==> src/rtl/health_controller.sv <==
// rtl/health_controller.sv - player health state, damage arbitration and health bar sequencing
//
// One round-robin grant per frame start. A grant lands as damage only while the
// player is vulnerable; otherwise it is acked and dropped. The frame on which the
// invulnerability counter expires is itself vulnerable, so consecutive damaging
// hits are exactly IFRAMES frames apart.

module health_controller #(
  parameter int NUM_SRC    = 4,
  parameter int MAX_HEALTH = 24,
  parameter int IFRAMES    = 60,
  parameter int HW         = $clog2(MAX_HEALTH + 1)
) (
  input  logic               clk,
  input  logic               rst,
  input  logic [10:0]        hcount_in,
  input  logic [9:0]         vcount_in,
  input  logic [NUM_SRC-1:0] dmg_req,
  input  logic               restart_in,
  output logic [NUM_SRC-1:0] dmg_ack,
  output logic               damage_out,
  output logic               bar_rst_out,
  output logic [HW-1:0]      health_out,
  output logic               invuln_out,
  output logic               game_over
);

  localparam int PW = (NUM_SRC > 1) ? $clog2(NUM_SRC) : 1;

  localparam logic [1:0] ST_ALIVE  = 2'd0;
  localparam logic [1:0] ST_INVULN = 2'd1;
  localparam logic [1:0] ST_DEAD   = 2'd2;

  localparam logic [HW-1:0] HEALTH_MAX = HW'(MAX_HEALTH);
  localparam logic [HW-1:0] HEALTH_ONE = HW'(1);
  localparam logic [7:0]    INV_LOAD   = 8'(IFRAMES);
  localparam logic [PW-1:0] LAST_SRC   = PW'(NUM_SRC - 1);
  localparam logic [PW:0]   NSRC_W     = (PW + 1)'(NUM_SRC);

  logic [1:0]         state_q,   state_d;
  logic [HW-1:0]      health_q,  health_d;
  logic [7:0]         inv_cnt_q, inv_cnt_d;
  logic [PW-1:0]      rr_ptr_q,  rr_ptr_d;
  logic [NUM_SRC-1:0] ack_q,     ack_d;
  logic               bar_rst_q, bar_rst_d;

  logic               fs;
  logic               can_hit;
  logic               grant_valid;
  logic [PW-1:0]      grant_idx;
  logic [PW:0]        cand;

  assign fs = (hcount_in == 11'd0) && (vcount_in == 10'd0);

  // Vulnerable in ALIVE, and in INVULN on the frame where the window runs out
  assign can_hit = (health_q != '0) &&
                   ((state_q == ST_ALIVE) ||
                    ((state_q == ST_INVULN) && (inv_cnt_q == 8'd1)));

  assign damage_out = fs && can_hit && (|dmg_req);

  // Round-robin search: first asserted request at or above rr_ptr, wrapping
  always_comb begin
    grant_valid = 1'b0;
    grant_idx   = '0;
    cand        = '0;
    for (int i = 0; i < NUM_SRC; i++) begin
      cand = {1'b0, rr_ptr_q} + (PW + 1)'(i);
      if (cand >= NSRC_W) cand = cand - NSRC_W;
      if (!grant_valid && dmg_req[cand[PW-1:0]]) begin
        grant_valid = 1'b1;
        grant_idx   = cand[PW-1:0];
      end
    end
  end

  // Next-state: grant bookkeeping, then health/state update, restart overrides last
  always_comb begin
    state_d   = state_q;
    health_d  = health_q;
    inv_cnt_d = inv_cnt_q;
    rr_ptr_d  = rr_ptr_q;
    ack_d     = '0;
    bar_rst_d = 1'b0;

    if (fs && grant_valid) begin
      ack_d[grant_idx] = 1'b1;
      rr_ptr_d = (grant_idx == LAST_SRC) ? '0 : grant_idx + PW'(1);
    end

    case (state_q)
      ST_ALIVE, ST_INVULN: begin
        if (fs && (state_q == ST_INVULN)) begin
          inv_cnt_d = inv_cnt_q - 8'd1;
          if (inv_cnt_q == 8'd1) state_d = ST_ALIVE;
        end
        if (damage_out) begin
          health_d = health_q - HEALTH_ONE;
          if (health_q == HEALTH_ONE) begin
            state_d   = ST_DEAD;
            inv_cnt_d = '0;
          end else begin
            state_d   = ST_INVULN;
            inv_cnt_d = INV_LOAD;
          end
        end
      end
      ST_DEAD: begin
        if (restart_in) begin
          state_d   = ST_ALIVE;
          health_d  = HEALTH_MAX;
          rr_ptr_d  = '0;
          inv_cnt_d = '0;
          bar_rst_d = 1'b1;
        end
      end
      default: state_d = ST_ALIVE;
    endcase
  end

  // State registers with synchronous active-high reset
  always_ff @(posedge clk) begin
    if (rst) begin
      state_q   <= ST_ALIVE;
      health_q  <= HEALTH_MAX;
      inv_cnt_q <= '0;
      rr_ptr_q  <= '0;
      ack_q     <= '0;
      bar_rst_q <= 1'b0;
    end else begin
      state_q   <= state_d;
      health_q  <= health_d;
      inv_cnt_q <= inv_cnt_d;
      rr_ptr_q  <= rr_ptr_d;
      ack_q     <= ack_d;
      bar_rst_q <= bar_rst_d;
    end
  end

  assign dmg_ack     = ack_q;
  assign bar_rst_out = bar_rst_q;
  assign health_out  = health_q;
  assign invuln_out  = (state_q == ST_INVULN);
  assign game_over   = (state_q == ST_DEAD);

endmodule

==> config.mk <==
export PLATFORM = sky130hd
export DESIGN_NAME = health_controller
export DESIGN_NICKNAME = d
export VERILOG_FILES = /design/src/rtl/health_controller.sv
export SDC_FILE = /design/constraint.sdc
export NUM_CORES = 1
export LEC_CHECK = 0
export CAP_MARGIN = 0
export CORE_ASPECT_RATIO = 2
export CORE_UTILIZATION = 45
export DETAILED_ROUTE_END_ITERATION = 6
export GPL_ROUTABILITY_DRIVEN = 0
export GPL_TIMING_DRIVEN = 0
export HOLD_SLACK_MARGIN = 0.05
export PLACE_DENSITY = 0.85
export SETUP_SLACK_MARGIN = 0.3
export SLEW_MARGIN = 15
export SYNTH_ARGS = -nofsm -noshare
export SYNTH_HDL_FRONTEND = slang
export SYNTH_SLANG_ARGS = --single-unit
==> constraint.sdc <==
create_clock -name clk -period 6.1 [get_ports clk]
set_clock_uncertainty 0.05 [all_clocks]
set_input_delay 1.22 -clock clk [delete_from_list [all_inputs] [get_ports clk]]
set_output_delay 1.22 -clock clk [all_outputs]
set_load 0.02 [all_outputs]
---- Word level (Yosys, flattened, before mapping) ----
Cells that the tools add are included.
storage, ports and cells
  flip-flop bits (word level) ............. 22
  input port bits ......................... 28
  word-level logic and storage cells ...... 105
  output and inout port bits .............. 13
cells by class
  $add $sub $neg .......................... 10
  multiplexer cells ....................... 41
  equal/unequal tests ..................... 9
  bitwise logic cells ..................... 2
  order comparisons ....................... 10
  reductions and logical operators ........ 27
operators by type and width
  operator                                                   number
  2-to-1 mux 2 bit                                           17
  2-to-1 mux 8 bit                                           3
  case mux 8 bit (2 select lines)                            1
  < comparator 2 x 3 -> 1 bit (second input constant)        5
  logical AND 1 bit                                          11
  logical NOT 11 bit                                         1
  logical NOT 10 bit                                         1
  2-to-1 mux 1 bit                                           10
  2-to-1 mux 5 bit                                           2
  case mux 5 bit (2 select lines)                            1
  greater-or-equal comparator 3 bit (second input constant)  3
  AND reduction 3 bit                                        3
  binary-select mux 1 bit (select 2 bit)                     4
  == test 8 x 1 -> 1 bit (second input constant)             1
  subtractor 2 x 1 -> 2 bit (second input constant)          4
  subtractor 8 x 1 -> 8 bit (second input constant)          1
  adder 2 x 2 -> 3 bit (second input constant)               2
  2-to-1 mux 6 bit                                           1
  != test 3 bit (second input constant)                      2
  OR reduction 2 bit                                         3
  == test 5 x 1 -> 1 bit (second input constant)             1
  nonzero test 5 bit                                         1
  subtractor 5 x 1 -> 5 bit (second input constant)          1
  == test 2 bit (second input constant)                      2
  14 further kinds                                           18

---- Longest topological paths before layout ----
Gate-level depths: netlist (run 1).
  depth after elaboration ................. 19
  gate-level depth with buffers ........... 8
  depth with buffers taken out ............ 7

---- Worst setup path after synthesis (run 1) ----
No wires, ideal clock.
  kind .................................... in2out
  from .................................... input port vcount_in[3]
  to ...................................... output port damage_out
  cell stages on the path ................. 4
  data arrival time ....................... 2701 ps
  required time ........................... 4830 ps
  path buffers ............................ 0
  slack ................................... 2129 ps
  cell sequence ........................... nor4_1 -> nand4_1 -> or3_1 -> nor3_1
on the way
  longest elaborated chain between the ends .. 4
RTL lines
  what                             line  RTL
  start: declaration               17    input logic [9:0] vcount_in,
  logical NOT 10 bit               53    assign fs = (hcount_in == 11'd0) && (vcount_in == 10'd0);
  logical AND 1 bit                53
  logical AND 1 bit (2 in series)  60    assign damage_out = fs && can_hit && (|dmg_req);
  end: declaration                 21    output logic damage_out,
No other way between the ends.

---- Worst setup path after layout (run 1) ----
Same ends and word-level chain as after synthesis.

==> metrics.txt, run 1 <==
Non-Filler Instances=243; core box area=2940 um^2; Cell variety after synth=44; IO Port Bufs=39; Pleak=0.000685 uW; most common cell after layout, fill and taps aside=clkdlybuf4s50_1; H-tree depth=1; vias post-DR=1432; Worst VDD drop=156 uV; drt total wl=3430 um; Antenna diodes=0; vias in the first global route=1338; RSZ-0062 raised after global routing=no; placed cell count=239; hold crit path type=flop to flop; largest net degree at the start of global routing=13; Final Hold Viols=0; R2R setup slack=3.57 ns; clock root buffer=clkbuf_8; cts repair resizes=0; clock insertion delay at the later pin of the skew report=0.27 ns; cells after synthesis=170; post-synthesis sequential area ratio=0.316; Synth Cell Area=1400 um^2; final setup fails=0; flops & latches, synth=22; crit path kind=input pin to output pin; grt met3 use=0.0383; Remaining Overflow, GRT=0; initial antenna violation count=0; Avg Cell Area, Syn=8.21 um^2; Critical Path AT=3.67 ns; worst-margin pin slew=0.856 ns; clock net sink count=22; CP Capture Type=output pin; layout cell share with drive strength beyond 1=0.0610; CTS hold repair buffers=0; Peak Freq=203 MHz; first-pass detailed-route iteration total=4; Final nets=251; top cell type's share of synthesized area=0.316; post-DP HPWL=2770 um; most frequent cells in the layout=clkdlybuf4s50_1, dfxtp_1, inv_1, nand2_1, nor2_1; Synth area leaders=dfxtp_1, ha_1, nor4_1; routed wire length per instance=14.1 um; Num CTS Buffers=3; die width=41.4 um; syn nets=207; Setup Buffers After CTS=0; GR peak layer=met2; die area=3340 um^2; normalized max-slew margin=0.422; final period utilization=0.809; Max Buffers Root-to-Sink=2; DR vias/cell=5.89; first-pass GRT wire length=5680 um; Max-Cap Viols=0; IO Pins=41; status=finished clean; Total GRT Usage=0.240; crit path launch type=input pin; Async SR Flop Fraction=0; Post-synth EDFFs=0; Starting Density=0.474; final number of max-transition violations=0; Area Overhead vs Synth=34.6%; Residual DRC=0; Primary FF master, synth=dfxtp_1; Yosys top cell by area=dfxtp_1; Global Route met2 Usage=0.389; Initial DRC Count=43; TritonCTS clock tree=yes; Yosys Warn Count=0; clock-pin slew on the worst setup and hold paths=0.08 ns; Fin Setup TNS=0 ns; post-layout min period=4.94 ns; # rows=28; worst-path fanout max=6; Die Height=80.7 um; post-route ant nets=0; Required @ worst endpoint=4.83 ns; routing usage on met1=0.271; PwrDens=150 nW/um^2
-- layer usage --
metal	vias to the layer above	wire length, um
met1	673	1230
met4	0	141
met2	33	1960
met5	-	0
met3	13	100
li1	713	-
-- cell families after synthesis --
| family | Yosys count | share of synthesized area |
|---|---|---|
| fa+ha+maj | 9 | 0.0807 |
| simple gates | 77 | 0.316 |
| buf+inv | 20 | 0.0610 |
| flops | 22 | 0.316 |
| mux | 6 | 0.0431 |
| compound gates | 36 | 0.184 |
-- cells in the mapped netlist (2+ instances only) --
master and count:
a31oi_1 2, or4_1 3, mux2i_1 6, nand2b_1 3, o31ai_1 2, nand2_1 15
clkbuf_1 2, or3_1 5, buf_2 2, or2_2 2, a21boi_0 2, o211ai_1 2
nand4_1 3, o31a_1 2, a211oi_1 3, nand3b_1 3, o21ai_0 6, nor4_1 10
nor2_1 13, nor2b_1 2, o22ai_1 2, nand3_1 3, ha_1 9, inv_1 15
nor3_1 5, and2_1 4, dfxtp_1 22, a21oi_1 6
-- stage by stage --
step           total power (uW)  worst slack (ns)  area, um^2  hold slack, ns   util
5_1_grt                     290             0.945        1880           0.473  0.638
3_5_place_dp                177              1.20        1820           0.418  0.619
3_3_place_gp                176              1.21        1820           0.420  0.619
2_1_floorplan               156              2.13        1400           0.400      -
4_1_cts                     281              1.18        1880           0.431  0.638
6_report                    281              1.16        1880           0.431  0.638
-- power by group --
group	total, uW	internal, uW	switching (uW)	leakage [uW]
clock network	108	57.7	49.9	0.0000288
registers	143	143	0.000121	0.000177
logic	29.9	18.7	11.2	0.000479
total	281	220	61.0	0.000685
-- worst paths after layout --
kind,startpoint,end,cells past startpoint
worst min-delay path,inv_cnt_q[7]$_SDFFE_PP0P_,inv_cnt_q[7]$_SDFFE_PP0P_,2
worst max register to register,health_out[0]$_SDFFE_PP0P_,inv_cnt_q[4]$_SDFFE_PP0P_,8
worst max-delay path,vcount_in[3],damage_out,6
worst min register to register,inv_cnt_q[7]$_SDFFE_PP0P_,inv_cnt_q[7]$_SDFFE_PP0P_,2
-- flip-flops by register name (all words and copies together), names as in the netlist --
register,cells
bar_rst_out,1
dmg_ack,4
health_out,5
state_q,2
rr_ptr_q,2
inv_cnt_q,8
-- cell type report --
cell class	instances	area, um^2
flip-flops and latches	22	440
fillers	270	1060
well taps	30	37.5
multi-input cells	128	870
clock buffers	4	55.1
repair buffers	39	390
plain buffers	5	28.8
inverters	15	56.3
-- critical path: stages --
cell	delay, ns
clkdlybuf4s50_1	0.40
nor4_1	0.40
nand4_1	0.33
or3_1	0.45
nor3_1	0.21
clkdlybuf4s50_1	0.65
Note: power is estimated with default switching activity, not from simulation.
==> inputs of run 2 (changes only) <==
==> constraint.sdc (replaced) <==
create_clock -name clk -period 5 [get_ports clk]
set_clock_uncertainty 0.05 [all_clocks]
set_input_delay 1 -clock clk [delete_from_list [all_inputs] [get_ports clk]]
set_output_delay 1 -clock clk [all_outputs]
set_load 0.02 [all_outputs]
==> metrics.txt, run 2 (synthesized netlist as in run 1, its figures left out) <==
core box area=2940 um^2 (unchanged); drt total wl=3430 um (about the same); layout cell share with drive strength beyond 1=0.0654 (+0.00439); vias post-DR=1434 (+0.14%); Final nets=252 (+0.40%); Residual DRC=0 (unchanged); routed wire length per instance=14.1 um (-0.32%); Pleak=0.000689 uW (+0.61%); # rows=28 (unchanged); Biggest register=inv_cnt_q; P_int=268 uW (+22%); CP most frequent cell=clkdlybuf4s50_1; first-pass detailed-route iteration total=4 (unchanged); Worst VDD drop=188 uV (+21%); initial antenna violation count=0 (unchanged); Antenna diodes=0 (unchanged); hold crit path type=flop to flop; clock share of power=0.380 (-0.003); Final Hold Viols=0 (unchanged); status=finished clean; final number of max-transition violations=0 (unchanged); CP Capture Type=output pin; first-pass GRT wire length=5680 um (unchanged); final period utilization=0.866; DR vias/cell=5.88 (-0.27%); post-DP HPWL=2770 um (unchanged); clock net sink count=22 (unchanged); post-route ant nets=0 (unchanged); Max Buffers Root-to-Sink=2 (unchanged); Remaining Overflow, GRT=0 (unchanged); PwrDens=181 nW/um^2 (+21%); Starting Density=0.474 (unchanged); crit path kind=input pin to output pin; most frequent cells in the layout=clkdlybuf4s50_1, dfxtp_1, inv_1, nand2_1, nor2_1; post-layout min period=4.33 ns; die width=41.4 um (unchanged); Net Sw Frac=0.214 (-0.00324); RSZ-0062 raised after global routing=no; Worst Hold Slack=0.429 ns (-0.00237 ns); Critical Path AT=3.28 ns (-0.39 ns); vias in the first global route=1338 (unchanged); design area=1890 um^2 (+0.40%); Required @ worst endpoint=3.95 ns (-0.88 ns); Initial DRC Count=48 (+12%); clock root buffer=clkbuf_8; Total GRT Usage=0.240 (unchanged); Worst path top cell family by delay=simple AND/OR/NAND/NOR gates; Reg power frac=0.513 (+0.002); Area Overhead vs Synth=35.2%; normalized max-slew margin=0.422 (about the same); Die Height=80.7 um (unchanged); max reg flops=8 (unchanged); final setup fails=0 (unchanged); Comb pwr share=0.107 (about the same); clock insertion delay at the later pin of the skew report=0.27 ns (about the same); Fin Setup TNS=0 ns (unchanged); TritonCTS clock tree=yes; H-tree depth=1 (unchanged); crit path launch type=input pin; Psw=73.1 uW (+20%); cts repair resizes=0 (unchanged); Peak Freq=231 MHz; IO Port Bufs=39 (unchanged); number of buffers and inverters on the critical path=2 (unchanged); Crit path largest cell delay=0.65 ns (about the same); most common cell after layout, fill and taps aside=clkdlybuf4s50_1; worst-path cell chain=clkdlybuf4s50_1 -> nor4_1 -> nand2_1 -> or3_1 -> nor3_1 -> clkdlybuf4s50_1; largest net degree at the start of global routing=13 (unchanged); Non-Filler Instances=244 (+0.41%); IO Pins=41 (unchanged); clock-pin slew on the worst setup and hold paths=0.08 ns (about the same); placed cell count=239 (unchanged); Max-Cap Viols=0 (unchanged); worst-margin pin slew=0.857 ns (+0.000563 ns); Post-Place Cell Area=1820 um^2 (unchanged); worst-path fanout max=6 (unchanged); slowest CP cell=clkdlybuf4s50_1; Final Power=341 uW (+21%); Num CTS Buffers=3 (unchanged); die area=3340 um^2 (unchanged)
run 2: cell count changes in the layout (fill, tap and decap cells not counted), sizes merged:
cell | before | now
buf | 3 | 4
run 2: worst min-delay path, cell delays in order, from the launching register on:
cell and delay (ns):
dfxtp_1 0.32, nand2_1 0.05, o21ai_0 0.06
run 2: path summary, 6_finish.rpt:
path                                   start                         to  slack (ns)  cells past startpoint
hold / removal     inv_cnt_q[7]$_SDFFE_PP0P_  inv_cnt_q[7]$_SDFFE_PP0P_        0.43                      2
hold reg to reg    inv_cnt_q[7]$_SDFFE_PP0P_  inv_cnt_q[7]$_SDFFE_PP0P_        0.43                      2
setup reg to reg  health_out[0]$_SDFFE_PP0P_  inv_cnt_q[4]$_SDFFE_PP0P_        2.47                      8
setup / recovery                hcount_in[1]                 damage_out        0.67                      6
run 2: repair_timing:
item	CTS	global route
setup endpoints to repair	0	1
setup buffers	0	1
hold buffers	0	0
run 2: routing by layer:
layer / track usage / wire [um] / up-vias
li1: - / - / 713
met1: 0.271 / 1260 / 678
met2: 0.389 / 1940 / 31
met3: 0.0383 / 105 / 12
met4: 0.148 / 130 / 0
met5: 0 / 0 / -
run 2: area by class of cell:
type,count,area (um^2)
fill,269,1060
multi-input combinational,128,870
sequential,22,440
timing repair buffer,40,398
inverter,15,56.3
clock buffer,4,55.1
tap,30,37.5
buffer,5,28.8
run 2: power by group through the flow:
| stage | Clock [uW] | Combinational [uW] | Sequential [uW] |
|---|---|---|---|
| 6_report | 130 | 36.5 | 175 |
| 5_1_grt | 139 | 39.8 | 175 |
| 4_1_cts | 131 | 36.6 | 175 |
| 3_5_place_dp | 0 | 36.4 | 179 |
| 3_3_place_gp | 0 | 36.0 | 179 |
| 2_1_floorplan | 0 | 10.7 | 179 |
run 2: metrics by stage:
| stage | util | worst slack, ns |
|---|---|---|
| 3_3_place_gp | 0.619 | 0.551 |
| 2_1_floorplan | - | 1.47 |
| 6_report | 0.641 | 0.672 |
| 4_1_cts | 0.638 | 0.516 |
| 3_5_place_dp | 0.619 | 0.536 |
| 5_1_grt | 0.641 | 0.460 |
